<file path="src/rtl/hedios_register_bank.sv">
// Multi-channel register bank written from two sides: the Hedios host and local user logic.
// Adds addressing, write priority, per-channel lock, race tracking and a registered read port.
module hedios_register_bank #(
  parameter int WIDTH         = 16,
  parameter int CHANNELS      = 4,
  parameter int ADDR_W        = 8,
  parameter int HOST_PRIORITY = 1,
  parameter int USER_EDGE     = 1,
  parameter logic [WIDTH-1:0] RESET_VALUE = {WIDTH{1'b0}}
) (
  input  logic                      clk,
  input  logic                      rst_n,
  input  logic                      host_we,
  input  logic [ADDR_W-1:0]         host_addr,
  input  logic [WIDTH-1:0]          host_data,
  input  logic                      host_lock_we,
  input  logic [CHANNELS-1:0]       host_lock,
  input  logic                      host_clear,
  input  logic                      user_we,
  input  logic [ADDR_W-1:0]         user_addr,
  input  logic [WIDTH-1:0]          user_data,
  input  logic [ADDR_W-1:0]         rd_addr,
  output logic [WIDTH-1:0]          rd_data,
  output logic [CHANNELS*WIDTH-1:0] out,
  output logic [CHANNELS-1:0]       changed,
  output logic [CHANNELS-1:0]       race_flag,
  output logic [15:0]               race_count,
  output logic                      blocked,
  output logic                      addr_err
);

  localparam logic HOST_WINS = (HOST_PRIORITY != 0);
  localparam logic EDGE_MODE = (USER_EDGE != 0);

  logic [WIDTH-1:0]    regs_r [CHANNELS];
  logic [WIDTH-1:0]    next_regs_s [CHANNELS];
  logic [CHANNELS-1:0] lock_r;
  logic [CHANNELS-1:0] changed_r;
  logic [CHANNELS-1:0] race_flag_r;
  logic [15:0]         race_count_r;
  logic                blocked_r;
  logic                addr_err_r;
  logic [WIDTH-1:0]    rd_data_r;
  logic                user_we_q_r;

  logic [CHANNELS-1:0] host_hit_s;
  logic [CHANNELS-1:0] user_hit_s;
  logic [CHANNELS-1:0] rd_hit_s;
  logic [CHANNELS-1:0] change_s;
  logic [WIDTH-1:0]    rd_mux_s;
  logic                user_req_s;
  logic                host_ok_s;
  logic                user_valid_s;
  logic                user_blk_s;
  logic                user_ok_s;
  logic                coll_s;
  logic                host_wr_s;
  logic                user_wr_s;
  logic                addr_bad_s;

  // One-hot address decode; an all-zero hit vector means the address is out of range.
  always_comb begin
    host_hit_s = {CHANNELS{1'b0}};
    user_hit_s = {CHANNELS{1'b0}};
    rd_hit_s   = {CHANNELS{1'b0}};
    for (int i = 0; i < CHANNELS; i++) begin
      host_hit_s[i] = (host_addr == ADDR_W'(i));
      user_hit_s[i] = (user_addr == ADDR_W'(i));
      rd_hit_s[i]   = (rd_addr == ADDR_W'(i));
    end
  end

  // Write arbitration: lock filters the user side before it can count as a collision.
  always_comb begin
    user_req_s   = EDGE_MODE ? (user_we & ~user_we_q_r) : user_we;
    host_ok_s    = host_we & (|host_hit_s);
    user_valid_s = user_req_s & (|user_hit_s);
    user_blk_s   = user_valid_s & (|(user_hit_s & lock_r));
    user_ok_s    = user_valid_s & ~user_blk_s;
    coll_s       = host_ok_s & user_ok_s & (|(host_hit_s & user_hit_s));
    host_wr_s    = host_ok_s & (~coll_s | HOST_WINS);
    user_wr_s    = user_ok_s & (~coll_s | ~HOST_WINS);
    addr_bad_s   = (host_we & ~(|host_hit_s)) | (user_req_s & ~(|user_hit_s)) | ~(|rd_hit_s);
  end

  // Next register contents, change detection and read mux (read sees pre-write values).
  always_comb begin
    change_s = {CHANNELS{1'b0}};
    rd_mux_s = {WIDTH{1'b0}};
    for (int i = 0; i < CHANNELS; i++) begin
      next_regs_s[i] = (host_wr_s & host_hit_s[i]) ? host_data :
                       (user_wr_s & user_hit_s[i]) ? user_data : regs_r[i];
      change_s[i]    = (next_regs_s[i] != regs_r[i]);
      rd_mux_s       = rd_mux_s | (regs_r[i] & {WIDTH{rd_hit_s[i]}});
    end
  end

  // Register storage, change pulses and the registered read port.
  always_ff @(posedge clk or negedge rst_n) begin
    if (!rst_n) begin
      for (int i = 0; i < CHANNELS; i++) begin
        regs_r[i] <= RESET_VALUE;
      end
      changed_r <= {CHANNELS{1'b0}};
      rd_data_r <= {WIDTH{1'b0}};
    end else begin
      for (int i = 0; i < CHANNELS; i++) begin
        regs_r[i] <= next_regs_s[i];
      end
      changed_r <= change_s;
      rd_data_r <= rd_mux_s;
    end
  end

  // Lock mask, strobe history and single-cycle status pulses.
  always_ff @(posedge clk or negedge rst_n) begin
    if (!rst_n) begin
      lock_r      <= {CHANNELS{1'b0}};
      user_we_q_r <= 1'b0;
      blocked_r   <= 1'b0;
      addr_err_r  <= 1'b0;
    end else begin
      if (host_lock_we) begin
        lock_r <= host_lock;
      end
      user_we_q_r <= user_we;
      blocked_r   <= user_blk_s;
      addr_err_r  <= addr_bad_s;
    end
  end

  // Race bookkeeping: a clear takes precedence over a same-cycle collision.
  always_ff @(posedge clk or negedge rst_n) begin
    if (!rst_n) begin
      race_flag_r  <= {CHANNELS{1'b0}};
      race_count_r <= 16'h0000;
    end else if (host_clear) begin
      race_flag_r  <= {CHANNELS{1'b0}};
      race_count_r <= 16'h0000;
    end else if (coll_s) begin
      race_flag_r <= race_flag_r | (host_hit_s & user_hit_s);
      if (race_count_r != 16'hFFFF) begin
        race_count_r <= race_count_r + 16'd1;
      end
    end
  end

  for (genvar g = 0; g < CHANNELS; g++) begin : g_pack
    assign out[g*WIDTH +: WIDTH] = regs_r[g];
  end

  assign rd_data    = rd_data_r;
  assign changed    = changed_r;
  assign race_flag  = race_flag_r;
  assign race_count = race_count_r;
  assign blocked    = blocked_r;
  assign addr_err   = addr_err_r;

endmodule

</file>
<file path="config.mk">
export PLATFORM = sky130hd
export DESIGN_NAME = hedios_register_bank
export DESIGN_NICKNAME = d
export VERILOG_FILES = /design/src/rtl/hedios_register_bank.sv
export SDC_FILE = /design/constraint.sdc
export NUM_CORES = 1
export LEC_CHECK = 0
export BUFFER_PORTS_ARGS = -buffer_cell sky130_fd_sc_hd__buf_2
export CAP_MARGIN = 5
export CORE_MARGIN = 2
export CORE_UTILIZATION = 59
export CTS_CLUSTER_SIZE = 12
export DETAILED_ROUTE_END_ITERATION = 10
export GPL_ROUTABILITY_DRIVEN = 0
export PLACE_DENSITY_LB_ADDON = 0.05
export SLEW_MARGIN = 20
export SYNTH_ARGS = -nofsm -noshare
export SYNTH_HDL_FRONTEND = slang
export SYNTH_SLANG_ARGS = --single-unit
</file>
<file path="constraint.sdc">
create_clock -name clk -period 3.3 [get_ports clk]
set_input_delay 0.165 -clock clk [delete_from_list [all_inputs] [get_ports clk]]
set_output_delay 0.165 -clock clk [all_outputs]
set_load 0.1 [all_outputs]
</file>
# Word level (Yosys, flattened, before mapping)
# Index checks and enable logic that the tools add are counted.
# word_totals
inputBits,66
out_inout_bits,106
word_cells,87
register_bits,111
# op_classes
bitwise,36
reduce_logical,11
n_eq_ne,14
add_sub_neg,1
n_mux,13
# op_table
operator,count
$mux 16,11
$and 16x16->16,4
$ne 16x16->1,4
$eq 8x2->1 const B,6
$or 16x16->16,3
$eq 8x1->1 const B,3
$logic_not 8->1,3
$reduce_or 4->1,5
$and 1x1->1,18
$add 16x1->16 const B,1
$ne 16x16->1 const B,1
$and 4x4->4,2
$mux 4,2
$not 1->1,6
$or 4x4->4,1
$reduce_bool 2->1,2
$or 1x1->1,2
$reduce_and 2->1,1

# Logic depth before layout (Yosys ltp)
# depth
word_depth,14
ltp_mapped,10
depth_no_buf,7

# Worst setup path after synthesis
# OpenSTA, ideal clock, no wires.
# synth_timing
path_kind,flip-flop to flip-flop
from,reg race_count_r[0] (netlist: race_count[0])
to,reg race_count_r[9] (netlist: race_count[9])
stages_incl_launch_ff,8
synth_period_minus_slack_ps,2610
path_slack_ps,690
path_buffers,0
arrival_ps,2479
setup_time_ps,132
required_time_ps,3168
path_cell_list,dfrtp_1 ha_1 nand4_1 nor4_1 nor2_1 nand4_1 xor2_1 nor2_1
# synth_between
elab_chain_len,4
word_cells_on_any_way,7
classes_between,1 x add/sub; 1 x eq/ne; 3 x mux; 2 x reduce/logical
# synth_lines
element,line,rtl
from (decl),40,logic [15:0] race_count_r;
from (signal assigned),143,race_count_r <= race_count_r + 16'd1;
$add 16x1->16,143,
$mux 16,142,if (race_count_r != 16'hFFFF) begin
$mux 16,140,end else if (coll_s) begin
$mux 16,137,end else if (host_clear) begin
# Parallel ways exist; a longest one is shown, timed or not. The select of a mux whose other input is x is not followed.
# A chain may end at the register's enable or synchronous reset.

# Final worst setup path
# layout_timing
from,in user_we
to,reg changed_r[2] (netlist: changed[2])
# layout_between
elab_chain_len,13
# layout_lines
element,line,rtl
from (decl),19,"input logic user_we,"
$and 1x1->1 (*),75,user_req_s = EDGE_MODE ? (user_we & ~user_we_q_r) : user_we;
$and 1x1->1 (*),77,user_valid_s = user_req_s & (|user_hit_s);
$and 1x1->1,78,user_blk_s = user_valid_s & (|(user_hit_s & lock_r));
$not 1->1,79,user_ok_s = user_valid_s & ~user_blk_s;
$and 1x1->1 (*),79,
$and 1x1->1 (2 in series),80,coll_s = host_ok_s & user_ok_s & (|(host_hit_s & user_hit_s));
$not 1->1,82,user_wr_s = user_ok_s & (~coll_s | ~HOST_WINS);
$and 1x1->1 (*),82,
$and 1x1->1 (*),92,(user_wr_s & user_hit_s[i]) ? user_data : regs_r[i];
$mux 16 (*),92,
$mux 16 (*),91,next_regs_s[i] = (host_wr_s & host_hit_s[i]) ? host_data :
$ne 16x16->1 (*),93,change_s[i] = (next_regs_s[i] != regs_r[i]);
net change_s[2],49,logic [CHANNELS-1:0] change_s;
to (signal assigned),104,changed_r <= {CHANNELS{1'b0}};
to (signal assigned),110,changed_r <= change_s;
to (decl),38,logic [CHANNELS-1:0] changed_r;
# Mark *: on every way through the listed nets, which the timed path passes. The rest lies on a longest branch.

==> impl_metrics.py <==
metrics = {
    "outcome": {
        "status": "complete, no violations",
    },
    "critical_path": {
        "r2r_setup_slack_ns": 0.81,
        "cp.arrival_ns": 2.86,
        "worstRegToRegCells": 6,
        "worstSetupEndpointType": "flop",
        "worst-setup-path-type": "in2reg",
        "crit-reg2reg-launch": "user_we_q_r",
        "setup.worst_path.start": "user_we",
        "critPathMaxFanout": 20,
        "rr_endpoint": "changed[2]",
        "start_kind": "input port",
        "worst-endpoint-required_ns": 3.60,
    },
    "clock_network": {
        "insertion_delay_ns": 0.37,
        "path_clk_slew_ns": 0.07,
        "cts.sinks": 111,
        "post-cts-setup-buffer-count": 0,
        "cts_buffer_depth": 2,
        "cts_max_level": 3,
        "cts-root-buf": "clkbuf_16",
        "cts_tree": "done",
        "cts_buffers": 9,
    },
    "die": {
        "core_area_sq_um": 11900,
        "fp-row-count": 40,
        "chipHeight_microns": 114,
        "die_w_microns": 114,
        "io_pins": 172,
        "dieArea_sq_um": 12900,
        "initial_core_util_pct": 59.7,
    },
    "drt": {
        "drcViolationCount": 0,
        "drtAntennaViolNets": 0,
        "via_per_inst": 6.56,
        "wire_per_inst_microns": 22.1,
        "vias": 6825,
        "routed_wirelength_microns": 23000,
        "drt_iter0_markers": 937,
        "drt_first_pass_iters": 6,
    },
    "global_routing": {
        "grt_pass1_wl_microns": 35400,
        "grt_pass1_vias": 6251,
        "grt_max_degree": 68,
        "grt-ovfl-total": 0,
        "grt_usage_pct": 35.8,
        "antenna_found_initial": 0,
    },
    "synth": {
        "synth_compound_area_share_pct": 14.0,
        "synth_fa_ha_area_share_pct": 0.177,
        "synth_xor_area_share_pct": 12.6,
        "syn_area_per_cell_sq_um": 9.16,
        "yosys.area.top_type": "dfrtp_1",
        "synth_top_area_share_pct": 39.2,
        "synth_nets": 840,
        "yosysMostFrequentCell": "dfrtp_1",
        "synth.area.top_cells": "dfrtp_1 39%, xnor2_1 6.6%, xor2_1 6.1%, mux4_2 5.1%, nor2_1 4.5%",
        "synth_common_cells": "111 x dfrtp_1, 84 x nor2_1, 82 x nand2_1",
        "synth-seq-cells": 111,
        "yosys.area_share.simple_pct": 19.3,
        "synthMuxAreaShare_pct": 9.54,
        "ys_warn_count": 0,
        "ys_seq_area_share_pct": 39.2,
        "synth_top_family_by_area": "simple AND/OR/NAND/NOR gates",
        "synth-edff-count": 0,
        "synth_flop_cell": "dfrtp_1",
        "synthCells": 773,
        "synth_area_sq_um": 7080,
        "synthArstFlopShare_pct": 100,
        "synth_cell_types": 48,
    },
    "cells_and_area": {
        "antenna_cells": 0,
        "nets": 957,
        "drive_above_1_share_pct": 25.6,
        "area_delta_synth_final_pct": 16.7,
    },
    "pwr": {
        "p_per_area_nw_per_um2": 500,
        "p_leak_uw": 0.00383,
        "irDropWorstVdd_mv": 0.403,
        "p_total_uw": 4130,
    },
    "placed_design": {
        "post-dp-hpwl_microns": 16300,
        "port_buffers": 171,
    },
    "worst_hold_path": {
        "min_from": "host_lock[1]",
        "hold_depth": 2,
        "hold_end": "lock_r[1]",
        "holdCritPathClass": "in2reg",
    },
    "sta": {
        "fmaxAchievable_mhz": 391,
        "worst_pin_slew_ns": 1.06,
        "rsz0062_at_grt": "false",
        "tns_ns": 0,
        "fin_crit_ns": 2.56,
        "clock_skew_ns": 0.00834,
        "setup_viol_count_final": 0,
        "post-route-period-util_pct": 77.5,
        "drv_slew": 0,
        "hold_viol": 0,
        "relSlewSlack_pct": 29.0,
        "hold_ws_ns": 0.0329,
    },
    "run": {
        "max_cap_violations": 0,
    },
}
## flip-flops by register name, indices dropped and copies added, names as in the netlist
name and flops:
blocked 1, out 64, user_we_q_r 1, addr_err 1, rd_data 16, changed 4
race_count 16, race_flag 4, lock_r 4
## worst max path at each step
stage | cells past startpoint | end | slack (ns)
2_1_floorplan | 7 | race_count[9] | 0.69
3_3_place_gp | 7 | changed[1] | 0.82
3_5_place_dp | 7 | changed[1] | 0.75
4_1_cts | 8 | changed[2] | 0.80
5_1_grt | 8 | changed[2] | 0.53
6_report | 8 | changed[2] | 0.74
## cell type report
type	count	area (sq um)
tap	147	184
sequential	111	2780
clock buffer	9	225
fill	971	3600
timing repair buffer	185	981
inverter	5	18.8
multi-input combinational	578	3970
clock inverter	6	110
## layer usage
layer | share of wire, % | vias to the layer above | global-route usage [%]
met1 | 42 | 3280 | 53.4
met4 | 2.8 | 0 | 13.7
met2 | 43 | 488 | 52.6
met5 | 0 | - | 0
li1 | - | 2998 | -
met3 | 12 | 59 | 5.74
## repair_timing
action | 4_1_cts | 5_1_grt
endpoints found under the hold margin | 45 | 0
resized for setup | 0 | 0
hold buffers | 2 | 0
## logic make-up (layout without fill, tap and decap cells)
family                     count (synthesis)  count (layout)
and+or+nand+nor                          277             277
AOI/OAI and AO/OA                        151             151
DFF                                      111             111
xor gates and xnor gates                 102             102
buffers and inverters                     84             205
muxes                                     47              47
adders and majority gates                  1               1
## metrics by stage
step	area (sq um)	setup WS, ns	instances	utilization, %
6_report	8260	0.744	1041	69.7
5_1_grt	8260	0.525	1041	69.7
3_5_place_dp	7910	0.749	1024	66.7
3_3_place_gp	7910	0.823	1024	66.7
2_1_floorplan	7080	0.690	773	-
4_1_cts	8260	0.798	1041	69.7
## placed cells by master (no fill, tap or decap), drive strengths merged, types with 24 or more instances in the layout
| cell type | n |
|---|---|
| buf | 183 |
| dfrtp | 111 |
| nor2 | 84 |
| nand2 | 82 |
| a21oi | 56 |
| xnor2 | 53 |
| xor2 | 49 |
| mux2i | 27 |
| and3 | 24 |
| a31oi | 24 |
## critical path, stage by stage
cell and delay (ns):
dlygate4sd3_1 0.51, buf_2 0.10, nor2b_1 0.28, nand4_1 0.26, or4_1 0.93, o221ai_1 0.34, a22oi_1 0.15, nand4_1 0.10
## where the power goes
part           total (uW)  internal, uW  switching (uW)
sequential           1610          1450             158
combinational        1260           301             964
clock                1260           737             524
No activity file was read; power rests on OpenSTA's default activity.
